### src/rtl/alu_if.sv
// rtl/alu_if.sv - operand/control and result/flag bundle for the 8-bit alu
interface alu_if;
  logic [3:0] alu_control;
  logic [7:0] alu_AI;
  logic [7:0] alu_BI;
  logic       alu_carry_in;
  logic       alu_decimal;
  logic [7:0] alu_Y;
  logic       alu_carry_out;
  logic       alu_overflow;
  logic       alu_zero;
  logic       alu_negative;

  modport master (
    output alu_control, alu_AI, alu_BI, alu_carry_in, alu_decimal,
    input  alu_Y, alu_carry_out, alu_overflow, alu_zero, alu_negative
  );

  modport slave (
    input  alu_control, alu_AI, alu_BI, alu_carry_in, alu_decimal,
    output alu_Y, alu_carry_out, alu_overflow, alu_zero, alu_negative
  );
endinterface

### src/rtl/alu.sv
// rtl/alu.sv - 8-bit registered alu, one-cycle latency; packed-BCD add/sub when ALU_BCD_EN is defined
module alu (
  input  logic  clk,
  input  logic  reset,
  alu_if.slave  bus
);

  typedef enum logic [3:0] {
    OP_ADD  = 4'h0,
    OP_SUB  = 4'h1,
    OP_AND  = 4'h2,
    OP_OR   = 4'h3,
    OP_XOR  = 4'h4,
    OP_ASL  = 4'h5,
    OP_LSR  = 4'h6,
    OP_ROL  = 4'h7,
    OP_ROR  = 4'h8,
    OP_INC  = 4'h9,
    OP_DEC  = 4'hA,
    OP_PASS = 4'hB
  } alu_op_e;

  logic [7:0] a;
  logic [7:0] b;
  logic       cin;
  logic [8:0] sum_bin;
  logic [8:0] diff_bin;
  logic       v_add;
  logic       v_sub;
  logic [7:0] y_next;
  logic       c_next;
  logic       v_next;

  assign a   = bus.alu_AI;
  assign b   = bus.alu_BI;
  assign cin = bus.alu_carry_in;

  assign sum_bin  = {1'b0, a} + {1'b0, b}  + {8'b0, cin};
  assign diff_bin = {1'b0, a} + {1'b0, ~b} + {8'b0, cin};

  // Overflow always comes from the binary result, even in decimal mode.
  assign v_add = (a[7] == b[7]) && (sum_bin[7]  != a[7]);
  assign v_sub = (a[7] != b[7]) && (diff_bin[7] != a[7]);

`ifdef ALU_BCD_EN
  logic       decimal_mode;
  logic [4:0] lo_add;
  logic       half_carry;
  logic [4:0] lo_add_adj;
  logic [4:0] hi_add;
  logic       dec_carry;
  logic [4:0] hi_add_adj;
  logic [4:0] lo_sub;
  logic       lo_borrow;
  logic [3:0] lo_sub_adj;
  logic [4:0] hi_sub;
  logic       hi_borrow;
  logic [3:0] hi_sub_adj;
  logic [7:0] bcd_sum;
  logic [7:0] bcd_diff;

  assign decimal_mode = bus.alu_decimal;

  assign lo_add     = {1'b0, a[3:0]} + {1'b0, b[3:0]} + {4'b0, cin};
  assign half_carry = (lo_add > 5'd9);
  assign lo_add_adj = half_carry ? (lo_add + 5'd6) : lo_add;
  assign hi_add     = {1'b0, a[7:4]} + {1'b0, b[7:4]} + {4'b0, half_carry};
  assign dec_carry  = (hi_add > 5'd9);
  assign hi_add_adj = dec_carry ? (hi_add + 5'd6) : hi_add;
  assign bcd_sum    = {hi_add_adj[3:0], lo_add_adj[3:0]};

  // Borrow-in is the inverse of carry-in; a negative nibble needs a -6 fixup.
  assign lo_sub     = {1'b0, a[3:0]} - {1'b0, b[3:0]} - {4'b0, ~cin};
  assign lo_borrow  = lo_sub[4];
  assign lo_sub_adj = lo_borrow ? (lo_sub[3:0] - 4'd6) : lo_sub[3:0];
  assign hi_sub     = {1'b0, a[7:4]} - {1'b0, b[7:4]} - {4'b0, lo_borrow};
  assign hi_borrow  = hi_sub[4];
  assign hi_sub_adj = hi_borrow ? (hi_sub[3:0] - 4'd6) : hi_sub[3:0];
  assign bcd_diff   = {hi_sub_adj, lo_sub_adj};
`else
  logic unused_decimal;
  assign unused_decimal = bus.alu_decimal;
`endif

  always_comb begin
    y_next = 8'h00;
    c_next = 1'b0;
    v_next = 1'b0;
    case (bus.alu_control)
      OP_ADD: begin
`ifdef ALU_BCD_EN
        if (decimal_mode) begin
          y_next = bcd_sum;
          c_next = dec_carry;
        end else begin
          y_next = sum_bin[7:0];
          c_next = sum_bin[8];
        end
`else
        y_next = sum_bin[7:0];
        c_next = sum_bin[8];
`endif
        v_next = v_add;
      end
      OP_SUB: begin
`ifdef ALU_BCD_EN
        if (decimal_mode) begin
          y_next = bcd_diff;
          c_next = ~hi_borrow;
        end else begin
          y_next = diff_bin[7:0];
          c_next = diff_bin[8];
        end
`else
        y_next = diff_bin[7:0];
        c_next = diff_bin[8];
`endif
        v_next = v_sub;
      end
      OP_AND:  y_next = a & b;
      OP_OR:   y_next = a | b;
      OP_XOR:  y_next = a ^ b;
      OP_ASL: begin
        y_next = {a[6:0], 1'b0};
        c_next = a[7];
      end
      OP_LSR: begin
        y_next = {1'b0, a[7:1]};
        c_next = a[0];
      end
      OP_ROL: begin
        y_next = {a[6:0], cin};
        c_next = a[7];
      end
      OP_ROR: begin
        y_next = {cin, a[7:1]};
        c_next = a[0];
      end
      OP_INC:  y_next = a + 8'd1;
      OP_DEC:  y_next = a - 8'd1;
      OP_PASS: y_next = a;
      default: y_next = 8'h00;
    endcase
  end

  always_ff @(posedge clk or posedge reset) begin
    if (reset) begin
      bus.alu_Y         <= 8'h00;
      bus.alu_carry_out <= 1'b0;
      bus.alu_overflow  <= 1'b0;
      bus.alu_zero      <= 1'b1;
      bus.alu_negative  <= 1'b0;
    end else begin
      bus.alu_Y         <= y_next;
      bus.alu_carry_out <= c_next;
      bus.alu_overflow  <= v_next;
      bus.alu_zero      <= (y_next == 8'h00);
      bus.alu_negative  <= y_next[7];
    end
  end

endmodule

### src/flat_wrapper.sv
// flat-port wrapper written by rule: the top's interface ports become plain ports
module alu_flat 
  (clk, reset, bus_alu_control, bus_alu_AI, bus_alu_BI, bus_alu_carry_in, bus_alu_decimal, bus_alu_Y, bus_alu_carry_out, bus_alu_overflow, bus_alu_zero, bus_alu_negative);
  alu_if bus_i ();
  input  logic clk;
  input  logic reset;
  input wire logic [$bits(bus_i.alu_control)-1:0] bus_alu_control;
  input wire logic [$bits(bus_i.alu_AI)-1:0] bus_alu_AI;
  input wire logic [$bits(bus_i.alu_BI)-1:0] bus_alu_BI;
  input wire logic [$bits(bus_i.alu_carry_in)-1:0] bus_alu_carry_in;
  input wire logic [$bits(bus_i.alu_decimal)-1:0] bus_alu_decimal;
  output wire logic [$bits(bus_i.alu_Y)-1:0] bus_alu_Y;
  output wire logic [$bits(bus_i.alu_carry_out)-1:0] bus_alu_carry_out;
  output wire logic [$bits(bus_i.alu_overflow)-1:0] bus_alu_overflow;
  output wire logic [$bits(bus_i.alu_zero)-1:0] bus_alu_zero;
  output wire logic [$bits(bus_i.alu_negative)-1:0] bus_alu_negative;
  assign bus_i.alu_control = bus_alu_control;
  assign bus_i.alu_AI = bus_alu_AI;
  assign bus_i.alu_BI = bus_alu_BI;
  assign bus_i.alu_carry_in = bus_alu_carry_in;
  assign bus_i.alu_decimal = bus_alu_decimal;
  assign bus_alu_Y = bus_i.alu_Y;
  assign bus_alu_carry_out = bus_i.alu_carry_out;
  assign bus_alu_overflow = bus_i.alu_overflow;
  assign bus_alu_zero = bus_i.alu_zero;
  assign bus_alu_negative = bus_i.alu_negative;
  alu u_core (.clk(clk), .reset(reset), .bus(bus_i));
endmodule
### config.mk
export PLATFORM = sky130hd
export DESIGN_NAME = alu_flat
export DESIGN_NICKNAME = d
export VERILOG_FILES = /design/src/rtl/alu_if.sv /design/src/rtl/alu.sv /design/src/flat_wrapper.sv
export SDC_FILE = /design/constraint.sdc
export NUM_CORES = 1
export LEC_CHECK = 0
export ABC_AREA = 1
export CAP_MARGIN = 20
export CELL_PAD_IN_SITES_DETAIL_PLACEMENT = 2
export CELL_PAD_IN_SITES_GLOBAL_PLACEMENT = 2
export CORE_MARGIN = 5
export CORE_UTILIZATION = 28
export CTS_CLUSTER_SIZE = 10
export DETAILED_ROUTE_END_ITERATION = 8
export PLACE_DENSITY = 0.8
export SETUP_SLACK_MARGIN = 0.1
export SYNTH_ARGS = -nofsm -noshare
export SYNTH_HDL_FRONTEND = slang
export SYNTH_SLANG_ARGS = --single-unit
export TNS_END_PERCENT = 20
### constraint.sdc
create_clock -name clk -period 0.8 [get_ports clk]
set_input_delay 0.08 -clock clk [delete_from_list [all_inputs] [get_ports clk]]
set_output_delay 0.08 -clock clk [all_outputs]
set_load 0.01 [all_outputs]
; ---- After elaboration in Yosys (flattened, before gate mapping)
; Cells that the tools add are included.
[classes]
n_addsub = 6
eq_ne = 15
n_mux = 3
n_bitwise = 4
reduce_logical = 6
[op_table]
columns = operator, count
row1 = case mux 8 bit (12 select lines), 1
row2 = adder 8 x 8 -> 9 bit, 2
row3 = adder 9 x 1 -> 9 bit, 2
row4 = "equality test 4 x 3 -> 1 bit, second input constant", 4
row5 = "equality test 4 bit, second input constant", 4
row6 = "adder 8 x 1 -> 8 bit, second input constant", 1
row7 = AND 8 bit, 1
row8 = "equality test 4 x 2 -> 1 bit, second input constant", 2
row9 = logical NOT 8 bit, 1
row10 = inverter 8 bit, 1
row11 = OR 8 bit, 1
row12 = "subtractor 8 x 1 -> 8 bit, second input constant", 1
row13 = XOR 8 bit, 1
row14 = "equality test 4 x 1 -> 1 bit, second input constant", 1
row15 = logical NOT 4 bit, 1
row16 = case mux 1 bit (4 select lines), 1
row17 = OR reduction 2 bit, 2
row18 = != test 1 bit, 3
row19 = logical AND 1 bit, 2
row20 = case mux 1 bit (2 select lines), 1
row21 = equality test 1 bit, 1
[word_totals]
regBits = 12
in_bits = 24
output_inout_bits = 12
word_cells = 39

; ---- Logic depth before layout (Yosys ltp)
[depth]
ltp_word = 6
mapped_depth = 19
mapped_depth_nobuf = 19

; ---- Worst setup path after synthesis
; No wires, ideal clock.
[synth_timing]
kind = input-to-reg
startpoint = in bus_alu_carry_in
endpoint = reg u_core.bus.alu_zero
setup_time_ns = 0.067
arrival_time_ns = 1.862
t_required_ns = 0.733
path_slack_ns = -1.129
stages = 15
path_buffers = 0
cell_sequence = inv_1 > fa_1 > inv_1 > fa_1 > nand3_1 > nand2_1 > a21oi_1 > nand2_1 > nor2_1 > nand2_1 > nor2_1 > nand3_1 > nor2_1 > nand3_1 > nor2_1
[synth_between]
elab_chain_len = 3
elab_cells_between_ends = 4
cone_classes = add/sub: 2 / mux: 1 / reduce/logical: 1
[synth_rtl]
columns = element, line_no
row1 = "start, declared", flat_wrapper.sv:10  ; input wire logic [$bits(bus_i.alu_carry_in)-1:0] bus_alu_carry_in;
row2 = adder 9 x 1 -> 9 bit (on tied branches), "alu.sv:39, alu.sv:38"
row3 = case mux 8 bit (12 select lines) (*), alu.sv:89  ; case (bus.alu_control)
row4 = logical NOT 8 bit (*), alu.sv:157  ; bus.alu_zero <= (y_next == 8'h00);
row5 = "end signal, assigned", alu.sv:157
row6 = "end, declared", alu_if.sv:21  ; output alu_Y, alu_carry_out, alu_overflow, alu_zero, alu_negative
; Every way passes the cells marked *; elsewhere a longest branch is shown, timed or not.

; ---- Worst setup path in the final report
[layout_timing]
startpoint = in bus_alu_BI[0]
endpoint = reg u_core.bus.alu_zero
[layout_between]
elab_chain_len = 5
elab_cells_between_ends = 10
cone_classes = add/sub: 4 / mux: 1 / bitwise: 4 / reduce/logical: 1
[layout_rtl]
columns = element, line_no
row1 = "start, declared", flat_wrapper.sv:9  ; input wire logic [$bits(bus_i.alu_BI)-1:0] bus_alu_BI;
row2 = inverter 8 bit, alu.sv:39  ; assign diff_bin = {1'b0, a} + {1'b0, ~b} + {8'b0, cin};
row3 = adder 8 x 8 -> 9 bit, alu.sv:39
row4 = adder 9 x 1 -> 9 bit, alu.sv:39
row5 = case mux 8 bit (12 select lines) (*), alu.sv:89
row6 = logical NOT 8 bit (*), alu.sv:157
; Marks and branches as above.

==> impl_metrics.env <==
export IMPL_status="finished with violations"
export IMPL_violations="negative setup slack"
export IMPL_final_cells=617
export IMPL_max_slew_margin_pct=70.94
export IMPL_portBuffers=34
export IMPL_synth_top_area_share_pct=18.60
export IMPL_core_um2=7607
export IMPL_finalCritPeriodShare_pct=263.4
export IMPL_endpoint_kind="flip-flop"
export IMPL_worstPathArrival_ns=2.29
export IMPL_ys_flop_type="dfrtp_1"
export IMPL_clock_sinks=11
export IMPL_syn_nets=428
export IMPL_fin_util_pct=49.64
export IMPL_drt_drc_violations_left=0
export IMPL_finalHoldViolCount=0
export IMPL_rows=32
export IMPL_synth_edf_count=0
export IMPL_peakVddDrop_mv=0.3909
export IMPL_final_common_cell="buf_4"
export IMPL_wl_um=16800
export IMPL_drtIter0Drc=168
export IMPL_cp_start_kind="input pin"
export IMPL_yosysSeqAreaShare_pct=12.80
export IMPL_syn_area_per_cell_um2=5.744
export IMPL_ys_ff_latch=11
export IMPL_die_y_um=97.82
export IMPL_ctsLongestPathBuffers=2
export IMPL_wl_per_cell_um=27.24
export IMPL_grt_total_usage_pct=29.67
export IMPL_power_density_nw_per_um2=1021
export IMPL_fillers=891
export IMPL_die_w_um=97.82
export IMPL_leakage_nw=2.037
export IMPL_required_ns=0.99
export IMPL_first_pass_iters=5
export IMPL_cts_tree="yes"
export IMPL_dieArea_um2=9569
export IMPL_placed_cells=599
export IMPL_initial_core_util_pct=28.39
export IMPL_cts_buffers=3
export IMPL_grt_pass1_wl_um=22260
export IMPL_syn_to_final_growth_pct=74.86
export IMPL_antenna_found_initial=1
export IMPL_fin_setup_tns_ns=-12.26
export IMPL_gr_total_overflow=0
export IMPL_worstPathMaxFanout=2
export IMPL_tightest_slew_ns=0.4333
export IMPL_setup_violations=23
export IMPL_async_flop_share_pct=100.0
export IMPL_fmax_mhz=474.5
export IMPL_synth_area_leader_cell="nand2_1"
export IMPL_root_buffer="clkbuf_8"
export IMPL_grt_pass1_vias=3772
export IMPL_ys_warn_count=0
export IMPL_synth_area_top_cells="nand2_1, ha_1, inv_1"
export IMPL_layout_common_cells="buf_4, nand2_1, inv_1, nand3_1, nor2_1"
export IMPL_period_minus_slack_ns=2.108
export IMPL_rsz0062_at_grt="yes"
export IMPL_grt_max_degree=10
export IMPL_num_vias=3400
export IMPL_syn_cell_area_um2=2160
export IMPL_place_gp_congestion=0.8758
export IMPL_nNetsFinal=567
export IMPL_synth_cell_types=32
export IMPL_postRouteAntennaNets=0
export IMPL_power_w=0.003855
export IMPL_drive_above_1_share_pct=44.94
export IMPL_hold_class="input pin to asynchronous set/reset pin"
export IMPL_fin_ws_ns=-1.308
export IMPL_netlist_instances=376
export IMPL_cts_max_level=1
export IMPL_maxCapViolations=0
export IMPL_crit_type="input pin to flip-flop"
export IMPL_pin_count=36
export IMPL_hpwl_um=9716
export IMPL_vias_per_cell=5.511
export IMPL_maxSlewViolCount=0
export IMPL_clk_pin_slew_ns=0.06
==> registers in the layout (all words and copies together), names as in the netlist <==
signal,flops
u_core.bus.alu_Y,8
u_core.bus.alu_overflow,1
u_core.bus.alu_carry_out,1
u_core.bus.alu_zero,1
==> critical path, stage by stage <==
cell and delay, ns:
buf_8 0.10, buf_6 0.11, fa_2 0.37, fa_2 0.61
nor2_1 0.08, nor2_1 0.12, nand2_2 0.08, nor2_4 0.15
nand2_2 0.08, nor2_4 0.13, nand3_2 0.10, nor2_2 0.11
nand3_2 0.07, nor2_2 0.09
==> cell usage after synthesis, types with 2 or more instances <==
library cell	n
a41oi_1	3
a21oi_1	17
nand3_1	45
o22ai_1	4
buf_2	2
nor2_4	2
dfrtp_1	10
nand4_1	2
nor2_2	4
xor2_1	3
ha_1	24
fa_1	4
nand2_2	6
o21ai_0	13
nor2_1	37
nand2_1	107
o221ai_1	2
nand3b_1	2
inv_1	76
==> path summary, 6_finish.rpt <==
check | start | to | slack (ns) | depth (start not counted)
min | reset | u_core.bus.alu_Y[2] | 0.10 | 2
max | bus_alu_BI[0] | u_core.bus.alu_zero | -1.31 | 14
max in group asynchronous | reset | u_core.bus.alu_carry_out | 0.32 | 3
min in group clk | bus_alu_AI[0] | u_core.bus.alu_carry_out | 0.36 | 4
==> per-layer routing <==
metal  global-route usage (%)  routed length (µm)
met1                    35.56                6425
met2                    54.82                8545
met3                    2.357                 749
met4                    10.86                1084
met5                        0                   0
==> report_power, final <==
part	switching, W	internal, W
clock network	0.000262	0.000353
registers	0.0000299	0.000628
logic	0.00152	0.00106
total	0.00182	0.00204
==> per-stage QoR <==
stage / cell area (µm²) / worst slack, ns / hold WS, ns
final: 3776 / -1.308 / 0.1039
after floorplan: 2167 / -1.060 / -0.06828
after global routing: 3776 / -1.402 / 0.1438
after detailed placement: 3293 / -1.944 / 0.3554
after CTS: 3581 / -1.247 / 0.09718
after global placement: 3293 / -1.764 / 0.3357
==> cells by family (layout without fill, tap and decap cells) <==
| family | Yosys count | after routing | share of synthesized area [%] |
|---|---|---|---|
| xor+xnor | 3 | 3 | 1.217 |
| other cells | 0 | 1 | 0 |
| flops | 11 | 11 | 12.80 |
| fa+ha+maj | 28 | 28 | 17.61 |
| simple gates | 210 | 210 | 42.35 |
| buf+inv | 80 | 218 | 14.19 |
| compound gates | 44 | 44 | 11.82 |
==> cell type report <==
cell class                 count  area [µm²]  area share (%)
antenna                        1       2.502         0.06627
tap                          102       127.6           3.380
timing repair buffer         137        1097           29.06
sequential                    11       276.5           7.323
multi-input combinational    285        1931           51.13
clock buffer                   4       45.04           1.193
inverter                      77       296.5           7.853
==> what timing repair did <==
item / in CTS / in global routing
hold buffers: 0 / 0
endpoints found under the setup margin: 23 / 23
resized for setup: 160 / 48
setup buffers: 9 / 4
endpoints found under the hold margin: 0 / 0
cloned: 0 / 0
pin swaps: 29 / 23
(Power assumes the default switching activity.)
